File: src/rtl/avr_serial_tx_fifo_if.sv
// Byte-write side of the buffered AVR serial transmitter: strobe, data and
// the queue status that user logic needs in order to pace its writes.
interface avr_serial_tx_fifo_if #(
  parameter int FIFO_AW = 4
);
  logic [7:0]       tx_data;
  logic             new_tx_data;
  logic             tx_busy;
  logic             overflow;
  logic [FIFO_AW:0] fifo_count;
  logic             idle;

  modport master (
    output tx_data, new_tx_data,
    input  tx_busy, overflow, fifo_count, idle
  );

  modport slave (
    input  tx_data, new_tx_data,
    output tx_busy, overflow, fifo_count, idle
  );
endinterface

File: src/rtl/avr_serial_tx_fifo.sv
// Buffered 8N1 UART transmitter towards the AVR: a byte FIFO feeding a
// start/data/stop shifter that holds off new frames while the AVR is full.
module avr_serial_tx_fifo #(
  parameter int CLK_PER_BIT = 100,
  parameter int FIFO_AW     = 4
) (
  input  logic                 clk,
  input  logic                 rst,
  avr_serial_tx_fifo_if.slave  wr,
  input  logic                 tx_block,
  output logic                 tx
);

  localparam int               DEPTH     = 1 << FIFO_AW;
  localparam int               BAUD_W    = $clog2(CLK_PER_BIT);
  localparam logic [BAUD_W-1:0] BAUD_LAST = BAUD_W'(CLK_PER_BIT - 1);
  localparam logic [FIFO_AW:0] FULL      = (FIFO_AW + 1)'(DEPTH);
  localparam logic [FIFO_AW:0] CNT_ONE   = (FIFO_AW + 1)'(1'b1);

  typedef enum logic [1:0] {
    ST_IDLE  = 2'd0,
    ST_START = 2'd1,
    ST_DATA  = 2'd2,
    ST_STOP  = 2'd3
  } state_t;

  state_t             state_r;
  logic [BAUD_W-1:0]  baud_r;
  logic [2:0]         bit_idx_r;
  logic [7:0]         shift_r;
  logic               tx_r;
  logic               blk_meta_r;
  logic               blk_sync_r;
  logic [7:0]         mem_r [DEPTH];
  logic [FIFO_AW-1:0] wr_ptr_r;
  logic [FIFO_AW-1:0] rd_ptr_r;
  logic [FIFO_AW:0]   count_r;
  logic [FIFO_AW:0]   count_nxt_s;
  logic               tx_busy_r;
  logic               overflow_r;
  logic               write_s;
  logic               pop_s;
  logic               baud_end_s;

  // Write acceptance, frame-start pop decision and next queue occupancy
  always_comb begin
    baud_end_s  = (baud_r == BAUD_LAST);
    write_s     = wr.new_tx_data && !tx_busy_r;
    pop_s       = 1'b0;
    count_nxt_s = count_r;
    if ((count_r != '0) && !blk_sync_r) begin
      case (state_r)
        ST_IDLE: pop_s = 1'b1;
        ST_STOP: pop_s = baud_end_s;
        default: pop_s = 1'b0;
      endcase
    end else begin
      pop_s = 1'b0;
    end
    case ({write_s, pop_s})
      2'b10:   count_nxt_s = count_r + CNT_ONE;
      2'b01:   count_nxt_s = count_r - CNT_ONE;
      default: count_nxt_s = count_r;
    endcase
  end

  // Two-flop synchronizer for the AVR's asynchronous buffer-full flag
  always_ff @(posedge clk or posedge rst) begin
    if (rst) begin
      blk_meta_r <= 1'b0;
      blk_sync_r <= 1'b0;
    end else begin
      blk_meta_r <= tx_block;
      blk_sync_r <= blk_meta_r;
    end
  end

  // Byte queue storage, pointers, occupancy and write-side status flags
  always_ff @(posedge clk or posedge rst) begin
    if (rst) begin
      for (int i = 0; i < DEPTH; i++) begin
        mem_r[i] <= 8'h00;
      end
      wr_ptr_r   <= '0;
      rd_ptr_r   <= '0;
      count_r    <= '0;
      tx_busy_r  <= 1'b0;
      overflow_r <= 1'b0;
    end else begin
      if (write_s) begin
        mem_r[wr_ptr_r] <= wr.tx_data;
        wr_ptr_r        <= wr_ptr_r + FIFO_AW'(1'b1);
      end
      if (pop_s) begin
        rd_ptr_r <= rd_ptr_r + FIFO_AW'(1'b1);
      end
      count_r    <= count_nxt_s;
      // A same-cycle pop never frees a slot for this write: busy is a flop.
      tx_busy_r  <= (count_nxt_s == FULL);
      overflow_r <= wr.new_tx_data && tx_busy_r;
    end
  end

  // Frame sequencer; tx is registered from the current state, so the line
  // follows the state by one clock while every bit keeps its full length.
  always_ff @(posedge clk or posedge rst) begin
    if (rst) begin
      state_r   <= ST_IDLE;
      baud_r    <= '0;
      bit_idx_r <= 3'd0;
      shift_r   <= 8'h00;
      tx_r      <= 1'b1;
    end else begin
      case (state_r)
        ST_IDLE: begin
          tx_r   <= 1'b1;
          baud_r <= '0;
          if (pop_s) begin
            shift_r <= mem_r[rd_ptr_r];
            state_r <= ST_START;
          end
        end
        ST_START: begin
          tx_r <= 1'b0;
          if (baud_end_s) begin
            baud_r    <= '0;
            bit_idx_r <= 3'd0;
            state_r   <= ST_DATA;
          end else begin
            baud_r <= baud_r + BAUD_W'(1'b1);
          end
        end
        ST_DATA: begin
          tx_r <= shift_r[0];
          if (baud_end_s) begin
            baud_r  <= '0;
            shift_r <= {1'b0, shift_r[7:1]};
            if (bit_idx_r == 3'd7) begin
              state_r <= ST_STOP;
            end else begin
              bit_idx_r <= bit_idx_r + 3'd1;
            end
          end else begin
            baud_r <= baud_r + BAUD_W'(1'b1);
          end
        end
        ST_STOP: begin
          tx_r <= 1'b1;
          if (baud_end_s) begin
            baud_r <= '0;
            if (pop_s) begin
              shift_r <= mem_r[rd_ptr_r];
              state_r <= ST_START;
            end else begin
              state_r <= ST_IDLE;
            end
          end else begin
            baud_r <= baud_r + BAUD_W'(1'b1);
          end
        end
        default: begin
          tx_r    <= 1'b1;
          baud_r  <= '0;
          state_r <= ST_IDLE;
        end
      endcase
    end
  end

  assign tx            = tx_r;
  assign wr.tx_busy    = tx_busy_r;
  assign wr.overflow   = overflow_r;
  assign wr.fifo_count = count_r;
  assign wr.idle       = (state_r == ST_IDLE) && (count_r == '0);

endmodule

File: src/flat_wrapper.sv
// flat-port wrapper written by rule: the top's interface ports become plain ports
module avr_serial_tx_fifo_flat 
#(
  parameter int CLK_PER_BIT = 100,
  parameter int FIFO_AW     = 4
)
  (clk, rst, tx_block, tx, wr_tx_data, wr_new_tx_data, wr_tx_busy, wr_overflow, wr_fifo_count, wr_idle);
  avr_serial_tx_fifo_if #(.FIFO_AW(FIFO_AW)) wr_i ();
  input  logic clk;
  input  logic rst;
  input  logic tx_block;
  output logic tx;
  input wire logic [$bits(wr_i.tx_data)-1:0] wr_tx_data;
  input wire logic [$bits(wr_i.new_tx_data)-1:0] wr_new_tx_data;
  output wire logic [$bits(wr_i.tx_busy)-1:0] wr_tx_busy;
  output wire logic [$bits(wr_i.overflow)-1:0] wr_overflow;
  output wire logic [$bits(wr_i.fifo_count)-1:0] wr_fifo_count;
  output wire logic [$bits(wr_i.idle)-1:0] wr_idle;
  assign wr_i.tx_data = wr_tx_data;
  assign wr_i.new_tx_data = wr_new_tx_data;
  assign wr_tx_busy = wr_i.tx_busy;
  assign wr_overflow = wr_i.overflow;
  assign wr_fifo_count = wr_i.fifo_count;
  assign wr_idle = wr_i.idle;
  avr_serial_tx_fifo #(.CLK_PER_BIT(CLK_PER_BIT), .FIFO_AW(FIFO_AW)) u_core (.clk(clk), .rst(rst), .wr(wr_i), .tx_block(tx_block), .tx(tx));
endmodule
File: config.mk
export PLATFORM = sky130hd
export DESIGN_NAME = avr_serial_tx_fifo_flat
export DESIGN_NICKNAME = d
export VERILOG_FILES = /design/src/rtl/avr_serial_tx_fifo_if.sv /design/src/rtl/avr_serial_tx_fifo.sv /design/src/flat_wrapper.sv
export SDC_FILE = /design/constraint.sdc
export NUM_CORES = 1
export LEC_CHECK = 0
export CORE_UTILIZATION = 65
export CTS_BUF_LIST = sky130_fd_sc_hd__clkbuf_8
export CTS_CLUSTER_SIZE = 30
export DETAILED_ROUTE_END_ITERATION = 10
export GPL_ROUTABILITY_DRIVEN = 1
export MAX_ROUTING_LAYER = met4
export PLACE_DENSITY = 0.95
export RECOVER_POWER = 25
export SETUP_SLACK_MARGIN = 0.5
export SKIP_CTS_REPAIR_TIMING = 1
export SLEW_MARGIN = 0
export SYNTH_ARGS = -nofsm -noshare
export SYNTH_HDL_FRONTEND = slang
export SYNTH_SLANG_ARGS = --single-unit
File: constraint.sdc
create_clock -name clk -period 9.4 [get_ports clk]
set_clock_uncertainty 0.1 [all_clocks]
set_input_delay 1.88 -clock clk [delete_from_list [all_inputs] [get_ports clk]]
set_output_delay 1.88 -clock clk [all_outputs]
set_load 0.01 [all_outputs]
==> flow_summary.json, run 1 <==
{
  "antenna_cells": 0,
  "cts.sinks": 166,
  "cts_buffers": 17,
  "finalSetupViolations": 0,
  "fmax_mhz": 193,
  "period_needed_ns": 5.19,
  "drive_above_1_share": 0.364,
  "grt_max_degree": 85,
  "core_um2": 11600,
  "drcViolationCount": 0,
  "yosys-top-cells-count": "dfrtp_1, mux2_2, mux4_2",
  "die_w_um": 112,
  "antenna_found_initial": 0,
  "ys_warn_count": 0,
  "period_share": 0.553,
  "rsz0062_at_grt": "no",
  "die_area_um2": 12400,
  "synth_ff_type": "dfrtp_1",
  "drt_iter0_markers": 391,
  "crit_fanout": 84,
  "drt-vias-per-instance": 6.63,
  "ir_worst_vdd_mv": 0.141,
  "ant_nets": 0,
  "synth_area_per_cell_um2": 14.2,
  "cap_violations": 1,
  "relSlewSlack": -1.37,
  "hold_violations": 0,
  "cp_data_arrival_time_ns": 5.48,
  "wl_per_cell_um": 22.7,
  "die_h_um": 112,
  "portBuffers": 20,
  "area_delta_synth_final_pct": 8.36,
  "ys_types": 48,
  "synth-seq-area-share": 0.533,
  "overflow": 0,
  "io_pins": 21,
  "synth-edff-count": 0,
  "nets": 588,
  "hold_class": "flip-flop to flip-flop",
  "power.total_uw": 3030,
  "worst_pin_slew_ns": 3.54,
  "cts-htree-levels": 4,
  "grt_pass1_vias": 5076,
  "synth_nets": 578,
  "globalplace.congestion": 0.801,
  "cts_max_path_buffers": 2,
  "placed_area_um2": 8050,
  "hpwl_um": 10500,
  "synth_area_um2": 7800,
  "initial_core_util": 0.675,
  "rows": 39,
  "async_flop_share": 1.00,
  "yosysMostFrequentCell": "dfrtp_1",
  "clk_pin_slew_ns": 0.09,
  "slew_violations": 84,
  "dr.pass1.iters": 6,
  "status": "finished, violations left",
  "grt_util_all_layers": 0.295,
  "endpoint_kind": "async pin",
  "critPathKind": "input pin to async pin",
  "vias": 4753,
  "ys_ff_latch": 166,
  "synth.area.top_cells": "dfrtp_1, mux2_2, mux4_2, ha_1, a21oi_1",
  "grt_pass1_wl_um": 26700,
  "clk_latency_ns": 0.47,
  "leakagePower_uw": 0.00362,
  "fin_area_um2": 8450,
  "worstPathRequired_ns": 9.69,
  "start_kind": "input pin",
  "tns_ns": 0,
  "violations": "max-capacitance violations, max-slew violations",
  "yosys.area.top_type_share": 0.529,
  "syn_inst": 551,
  "clockRootBuffer": "clkbuf_8",
  "wl_um": 16300,
  "power.density_nw_per_um2": 358,
  "fin_util": 0.731,
  "yosys.area.top_type": "dfrtp_1",
  "cts_tree": "yes"
}
==> metal layers <==
| metal | up-vias | GRT usage | wire [um] |
|---|---|---|---|
| li1 | 2047 | - | - |
| met1 | 2499 | 0.379 | 6780 |
| met2 | 161 | 0.460 | 8230 |
| met3 | 46 | 0.0599 | 860 |
| met4 | 0 | 0.131 | 414 |
| met5 | - | - | 0 |
==> path summary, 6_finish.rpt <==
path	startpoint	end	slack, ns	cells after the start
max	rst	u_core.rd_ptr_r[0]	4.21	3
min	u_core.blk_meta_r	u_core.blk_sync_r	0.25	0
max reg2reg	u_core.state_r[0]	u_core.wr.tx_busy	5.67	13
min reg2reg	u_core.blk_meta_r	u_core.blk_sync_r	0.25	0
max in group clk	wr_new_tx_data	u_core.wr.tx_busy	4.86	11
min in group asynchronous	rst	u_core.wr.tx_busy	2.80	2
==> registers in the layout (all words and copies together) (netlist names) <==
signal	flops
u_core.blk_meta_r	1
u_core.blk_sync_r	1
u_core.state_r	2
u_core.wr.tx_busy	1
u_core.tx	1
u_core.wr.overflow	1
u_core.rd_ptr_r	4
u_core.mem_r	128
u_core.wr.fifo_count	5
u_core.shift_r	8
u_core.baud_r	7
u_core.wr_ptr_r	4
u_core.bit_idx_r	3
==> layout by cell type, fill, tap and decap left out, types with 4 or more instances in the layout <==
master | synthesis | final
clkbuf_8 | 0 | 19
nor3_1 | 11 | 11
xor2_1 | 9 | 9
a22oi_1 | 16 | 16
inv_1 | 10 | 9
inv_6 | 0 | 4
nor2_1 | 24 | 25
nand3_1 | 9 | 9
mux4_2 | 32 | 32
nand2_1 | 10 | 10
clkdlybuf4s50_1 | 0 | 17
xnor2_1 | 8 | 8
mux2_2 | 132 | 132
a22o_1 | 5 | 5
a21oi_1 | 29 | 29
o21ai_0 | 4 | 4
dfrtp_1 | 165 | 164
ha_1 | 15 | 15
nor2b_1 | 6 | 6
==> kinds of logic (layout without fill, tap and decap cells) <==
logic type	after synthesis	count (layout)	share of synthesized area
flip-flops	166	166	0.533
AO/OA/AOI/OAI	67	67	0.0611
multiplexers	166	166	0.286
buffers and inverters	42	65	0.0249
XOR/XNOR	17	17	0.0191
AND/OR/NAND/NOR	78	78	0.0521
adder cells (fa/ha/maj)	15	15	0.0241
==> per-stage QoR <==
stage	instances	hold WS [ns]	worst slack [ns]
global placement	685	0.237	4.62
detailed placement	685	0.238	4.44
floorplan	551	0.231	2.93
finish	717	0.254	4.21
CTS	717	0.256	4.90
global route	717	0.274	3.46
==> report_power, final <==
part	total [uW]	switching [uW]	internal (uW)
Sequential	1280	236	1050
Combinational	1200	545	650
Clock	551	271	280
Total	3030	1050	1980
==> critical path, cell delays in order <==
cell	delay [ns]
dlygate4sd3_1	0.54
clkinvlp_2	2.00
buf_4	1.05
==> cell type report <==
class                      instances  area, um^2
clock buffer                      19         262
timing repair buffer              23         223
tap                              143         179
sequential                       166        4160
multi-input combinational        343        3430
clock inverter                    13         168
fill                             696        3110
inverter                          10        38.8
(Power assumes the default switching activity.)
==> run 2, diff against run 1 <==
--- a/config.mk
+++ b/config.mk
@@ -5,13 +5,13 @@
 export SDC_FILE = /design/constraint.sdc
 export NUM_CORES = 1
 export LEC_CHECK = 0
-export CORE_UTILIZATION = 65
+export CORE_UTILIZATION = 58
 export CTS_BUF_LIST = sky130_fd_sc_hd__clkbuf_8
 export CTS_CLUSTER_SIZE = 30
 export DETAILED_ROUTE_END_ITERATION = 10
 export GPL_ROUTABILITY_DRIVEN = 1
 export MAX_ROUTING_LAYER = met4
-export PLACE_DENSITY = 0.95
+export PLACE_DENSITY = 0.91
 export RECOVER_POWER = 25
 export SETUP_SLACK_MARGIN = 0.5
 export SKIP_CTS_REPAIR_TIMING = 1
==> constraint.sdc (replaced) <==
create_clock -name clk -period 4.5 [get_ports clk]
set_clock_uncertainty 0.1 [all_clocks]
set_input_delay 0.9 -clock clk [delete_from_list [all_inputs] [get_ports clk]]
set_output_delay 0.9 -clock clk [all_outputs]
set_load 0.01 [all_outputs]
==> run 2 against run 1 <==
  * The run now ends clean
  * Critical path depth is 9 higher
  * Setup slack worse by 3.5 ns
  * First-iteration DRC count is 1.8% lower
  * Clock power is 100% higher
  * Global-route usage is 3.2 points lower
  * Combinational power is 110% higher
  * Final area is 0.50% higher
  * Highest routed layer unchanged
  * Non-clock buffer count is 1 higher
==> flow_summary.json, run 2 (synthesized netlist as in run 1, its figures left out) <==
{
  "drive_above_1_share": 0.363,
  "finalWorstSetupSlack_ns": 0.745,
  "dp_slack_ns": 0.929,
  "wl_per_cell_um": 21.8,
  "r2r_cells": 12,
  "period_needed_ns": 3.76,
  "max_stage_delay_ns": 0.53,
  "path_common_cell": "ha_1",
  "status": "completed",
  "power.density_nw_per_um2": 739,
  "final_common_cell": "dfrtp_1",
  "globalplace.congestion": 0.914,
  "clockRootBuffer": "clkbuf_8",
  "area_delta_synth_final_pct": 8.90,
  "cp_top_family": "simple AND/OR/NAND/NOR gates",
  "clk_pin_slew_ns": 0.08,
  "vias": 4780,
  "crit_fanout": 8,
  "die_area_um2": 13900,
  "critPathKind": "flip-flop to flip-flop",
  "die_h_um": 118,
  "portBuffers": 20,
  "min_path_cells": 0,
  "top_regs": "u_core.mem_r: 128 flops, u_core.shift_r: 8 flops, u_core.baud_r: 7 flops",
  "wl_um": 16400,
  "cap_violations": 0,
  "cp.depth": 12,
  "initial_core_util": 0.591,
  "hold_violations": 0,
  "layout_common_cells": "dfrtp_1, mux2_2, mux4_2, a21oi_1, nor2_1",
  "antenna_found_initial": 0,
  "cts_buffers": 17,
  "core_um2": 13200,
  "clk_latency_ns": 0.46,
  "critPathBufInv": 0,
  "cts_tree": "yes",
  "grt_max_degree": 140,
  "die_w_um": 118,
  "antenna_cells": 0,
  "relSlewSlack": 0.137,
  "drcViolationCount": 0,
  "largest_reg_flops": 128,
  "hold_class": "flip-flop to flip-flop",
  "crit_path_top_delay_cell": "or4b_1",
  "cts_max_path_buffers": 2,
  "leakagePower_uw": 0.00362,
  "start_kind": "flip-flop",
  "ir_worst_vdd_mv": 0.292,
  "nets": 589,
  "period_share": 0.835,
  "worst_pin_slew_ns": 1.29,
  "cts.sinks": 166,
  "slew_violations": 0,
  "endpoint_kind": "flip-flop",
  "ant_nets": 0,
  "dr.pass1.iters": 5,
  "cts-htree-levels": 4,
  "crit_chain": "ha_1 > or4b_1 > o21ai_1 > nor2b_1 > ha_1 > xor2_1 > ha_1 > a21o_1 > nand3_1 > a31oi_1 > xor2_1 > nor4bb_1",
  "overflow": 0,
  "fin_area_um2": 8500,
  "grt_util_all_layers": 0.263,
  "drt_iter0_markers": 384,
  "worstPathRequired_ns": 4.77,
  "finalSetupViolations": 0,
  "rows": 42,
  "io_pins": 21,
  "placed_area_um2": 8110,
  "rsz0062_at_grt": "no",
  "hpwl_um": 11000,
  "regMostFlops": "u_core.mem_r",
  "grt_pass1_wl_um": 26900,
  "drt-vias-per-instance": 6.36,
  "tns_ns": 0,
  "cp_data_arrival_time_ns": 4.02,
  "power.total_uw": 6280,
  "grt_pass1_vias": 5027,
  "fmax_mhz": 266
}
## run 2: changes by cell type in the layout (fill, tap and decap cells not counted)
cell	before	now
clkbuf_8	19	20
buf_4	3	2
clkinvlp_4	2	1
bufinv_16	3	2
inv_6	4	5
buf_12	0	1
clkbuf_1	0	1
## run 2: power breakdown
part	leakage (uW)	switching (uW)	internal (uW)
Clock	0.000211	556	546
Combinational	0.00135	1130	1360
Sequential	0.00205	501	2190
Total	0.00362	2180	4100
## run 2: worst paths after layout
path	from	slack (ns)	endpoint
setup / recovery	u_core.baud_r[0]	0.74	u_core.wr.tx_busy
hold / removal	u_core.blk_meta_r	0.28	u_core.blk_sync_r
max in group asynchronous	rst	2.01	u_core.blk_sync_r
min in group asynchronous	rst	1.06	u_core.wr.fifo_count[1]
hold reg to reg	u_core.blk_meta_r	0.28	u_core.blk_sync_r
setup reg to reg	u_core.baud_r[0]	0.74	u_core.wr.tx_busy
## run 2: per-layer routing
metal	global-route usage	vias to the layer above	routed length, um
met4	0.119	0	501
met1	0.332	2478	6510
li1	-	2054	-
met3	0.0552	48	1030
met2	0.411	200	8350
met5	-	-	0
## run 2: worst reg2reg max path: cells and delay by family (launching register included)
kind,cells,cell delay (ns)
flops,1,0.40
fa+ha+maj,3,0.88
xor+xnor,2,0.39
simple gates,4,1.37
compound gates,3,0.52
## run 2: layout make-up
class,instances,area [um^2]
Clock buffer,20,275
Clock inverter,12,139
Fill cell,853,4690
Inverter,10,38.8
Multi-Input combinational cell,343,3430
Sequential cell,166,4160
Tap cell,176,220
Timing Repair Buffer,24,239
## run 2: through the flow
stage,util,instances,hold WS [ns]
floorplan,-,551,0.231
global placement,0.615,719,0.249
detailed placement,0.615,719,0.252
CTS,0.646,751,0.280
global route,0.644,751,0.292
finish,0.644,751,0.277
==> run 3, diff against run 2 <==
==> constraint.sdc (replaced) <==
create_clock -name clk -period 3.2 [get_ports clk]
set_clock_uncertainty 0.1 [all_clocks]
set_input_delay 0.64 -clock clk [delete_from_list [all_inputs] [get_ports clk]]
set_output_delay 0.64 -clock clk [all_outputs]
set_load 0.01 [all_outputs]
==> run 3 against run 2 <==
  * Sequential share of layout area is 1.2 points lower
  * Die area stayed put
  * Cell count is 2.5% higher
  * Core utilization is 1.7 points higher
  * Wire length is 2.3% higher
  * Sequential power is 41% higher
==> flow_summary.json, run 3 (synthesized netlist as in run 1, its figures left out) <==
{
  "hold_violations": 0,
  "drt-vias-per-instance": 6.22,
  "cp_data_arrival_time_ns": 3.21,
  "initial_core_util": 0.591,
  "final_cells": 770,
  "antenna_cells": 0,
  "r2r_slack_ns": 0.24,
  "core_um2": 13200,
  "clk_latency_ns": 0.45,
  "hold_start": "u_core.blk_meta_r",
  "p_comb_frac": 0.420,
  "area_delta_synth_final_pct": 11.7,
  "cts-htree-levels": 4,
  "start_kind": "flip-flop",
  "regMostFlops": "u_core.mem_r",
  "nets": 610,
  "endpoint_kind": "flip-flop",
  "period_share": 0.924,
  "slew_violations": 0,
  "overflow": 0,
  "min_to": "u_core.blk_sync_r",
  "critPathKind": "flip-flop to flip-flop",
  "use_met1": 0.316,
  "r2r_end": "u_core.wr.tx_busy",
  "hold_class": "flip-flop to flip-flop",
  "top_regs": "u_core.mem_r: 128 flops, u_core.shift_r: 8 flops, u_core.baud_r: 7 flops",
  "crit_path_top_delay_cell": "or4b_4",
  "cts.sinks": 166,
  "path_common_cell": "ha_4",
  "portBuffers": 20,
  "die_w_um": 118,
  "cp_top_family": "simple AND/OR/NAND/NOR gates",
  "die_h_um": 118,
  "r2r_cells": 12,
  "ant_nets": 0,
  "grt_pass1_wl_um": 27200,
  "vias": 4792,
  "clockRootBuffer": "clkbuf_8",
  "grt_util_all_layers": 0.266,
  "cts_max_path_buffers": 2,
  "antenna_found_initial": 0,
  "layout_common_cells": "dfrtp_1, mux2_2, mux4_2, a21oi_1, nor2_1",
  "drcViolationCount": 0,
  "grt_pass1_vias": 5176,
  "cts_buffers": 17,
  "wl_per_cell_um": 21.8,
  "rr_startpoint": "u_core.baud_r[1]",
  "leakagePower_uw": 0.00373,
  "fill_cells": 867,
  "power.internal_uw": 5780,
  "crit_chain": "ha_4 > or4b_4 > o21ai_2 > nor2b_4 > ha_4 > xor2_2 > ha_2 > a21o_1 > nand3_1 > a31oi_1 > xor2_1 > nor4bb_2",
  "crit_fanout": 4,
  "critPathBufInv": 0,
  "grt_max_degree": 84,
  "rows": 42,
  "dr.pass1.iters": 5,
  "relSlewSlack": 0.279,
  "power.density_nw_per_um2": 1020,
  "status": "completed",
  "grt_use_met3": 0.0567,
  "finalSetupViolations": 0,
  "min_path_cells": 0,
  "fmax_mhz": 338,
  "finalWorstSetupSlack_ns": 0.242,
  "dp_slack_ns": -0.0217,
  "globalplace.congestion": 0.822,
  "worst_pin_slew_ns": 1.08,
  "ir_worst_vdd_mv": 0.326,
  "wl_um": 16800,
  "sw_frac_of_total": 0.348,
  "busiest_layer": "met2",
  "hpwl_um": 11100,
  "seqPwrFrac": 0.426,
  "use_met2": 0.438,
  "period_needed_ns": 2.96,
  "final_common_cell": "dfrtp_1",
  "rsz0062_at_grt": "yes",
  "cts_tree": "yes",
  "die_area_um2": 13900,
  "drive_above_1_share": 0.406,
  "drt_iter0_markers": 429,
  "p_sw_uw": 3080,
  "cap_violations": 0,
  "io_pins": 21,
  "dp_cells": 734,
  "largest_reg_flops": 128,
  "power.share.clock": 0.154,
  "worstPathRequired_ns": 3.45,
  "max_stage_delay_ns": 0.50,
  "clk_pin_slew_ns": 0.08
}
==> run 3: cell types whose count changed in the layout (fill, tap and decap cells not counted), moves of 2 or more <==
cell / change
clkinvlp_4: +2
nor2_1: -2
inv_6: -5
ha_1: -4
ha_4: +2
nor2_4: +2
ha_2: +2
inv_1: +4
buf_4: +20
==> run 3: area by class of cell <==
cell class	count	area, um^2	share of cell area
inverters	10	38.8	0.00445
clock inverters	11	90.1	0.0103
flip-flops and latches	166	4160	0.477
clock buffers	19	262	0.0300
multi-input cells	343	3530	0.405
repair buffers	45	415	0.0477
well taps	176	220	0.0253
==> run 3: routing by layer <==
metal  vias up  share of wire
li1       2078              -
met1      2532           0.41
met2       149           0.53
met3        33          0.040
met4         0          0.021
met5         -              0
==> run 3: through the flow <==
step	utilization	setup TNS, ns	hold slack (ns)	total power, uW	cell area, um^2
after detailed placement	0.627	-0.0217	0.243	7390	8270
after global routing	0.661	0	0.279	9340	8710
after CTS	0.654	-0.0432	0.269	8760	8620
final	0.661	0	0.262	8850	8710
after global placement	0.627	0	0.247	7040	8270
after floorplan	-	0	0.231	6390	7840
==> run 3: worst reg2reg max path: cells and delay by family (launching register included) <==
kind | cells | cell delay (ns)
xor+xnor | 2 | 0.33
fa+ha+maj | 3 | 0.56
flops | 1 | 0.41
compound gates | 3 | 0.48
simple gates | 4 | 0.97
==> run 3: worst max path at each step <==
stage,endpoint,depth (start not counted),slack [ns],from
2_1_floorplan,u_core.wr.tx_busy,14,0.30,u_core.wr.fifo_count[1]
3_3_place_gp,u_core.wr.tx_busy,12,0.19,u_core.baud_r[0]
3_5_place_dp,u_core.wr.tx_busy,13,-0.02,u_core.state_r[0]
4_1_cts,u_core.wr.tx_busy,13,-0.04,u_core.state_r[0]
5_1_grt,u_core.wr.tx_busy,12,0.13,u_core.baud_r[1]
6_report,u_core.wr.tx_busy,12,0.24,u_core.baud_r[1]
==> run 3: power by group through the flow <==
stage          registers, uW  clock network (uW)  logic [uW]
2_1_floorplan           3510                   0        2880
4_1_cts                 3750                1380        3630
3_3_place_gp            3650                   0        3390
3_5_place_dp            3780                   0        3600
6_report                3780                1360        3720
5_1_grt                 3890                1460        3990
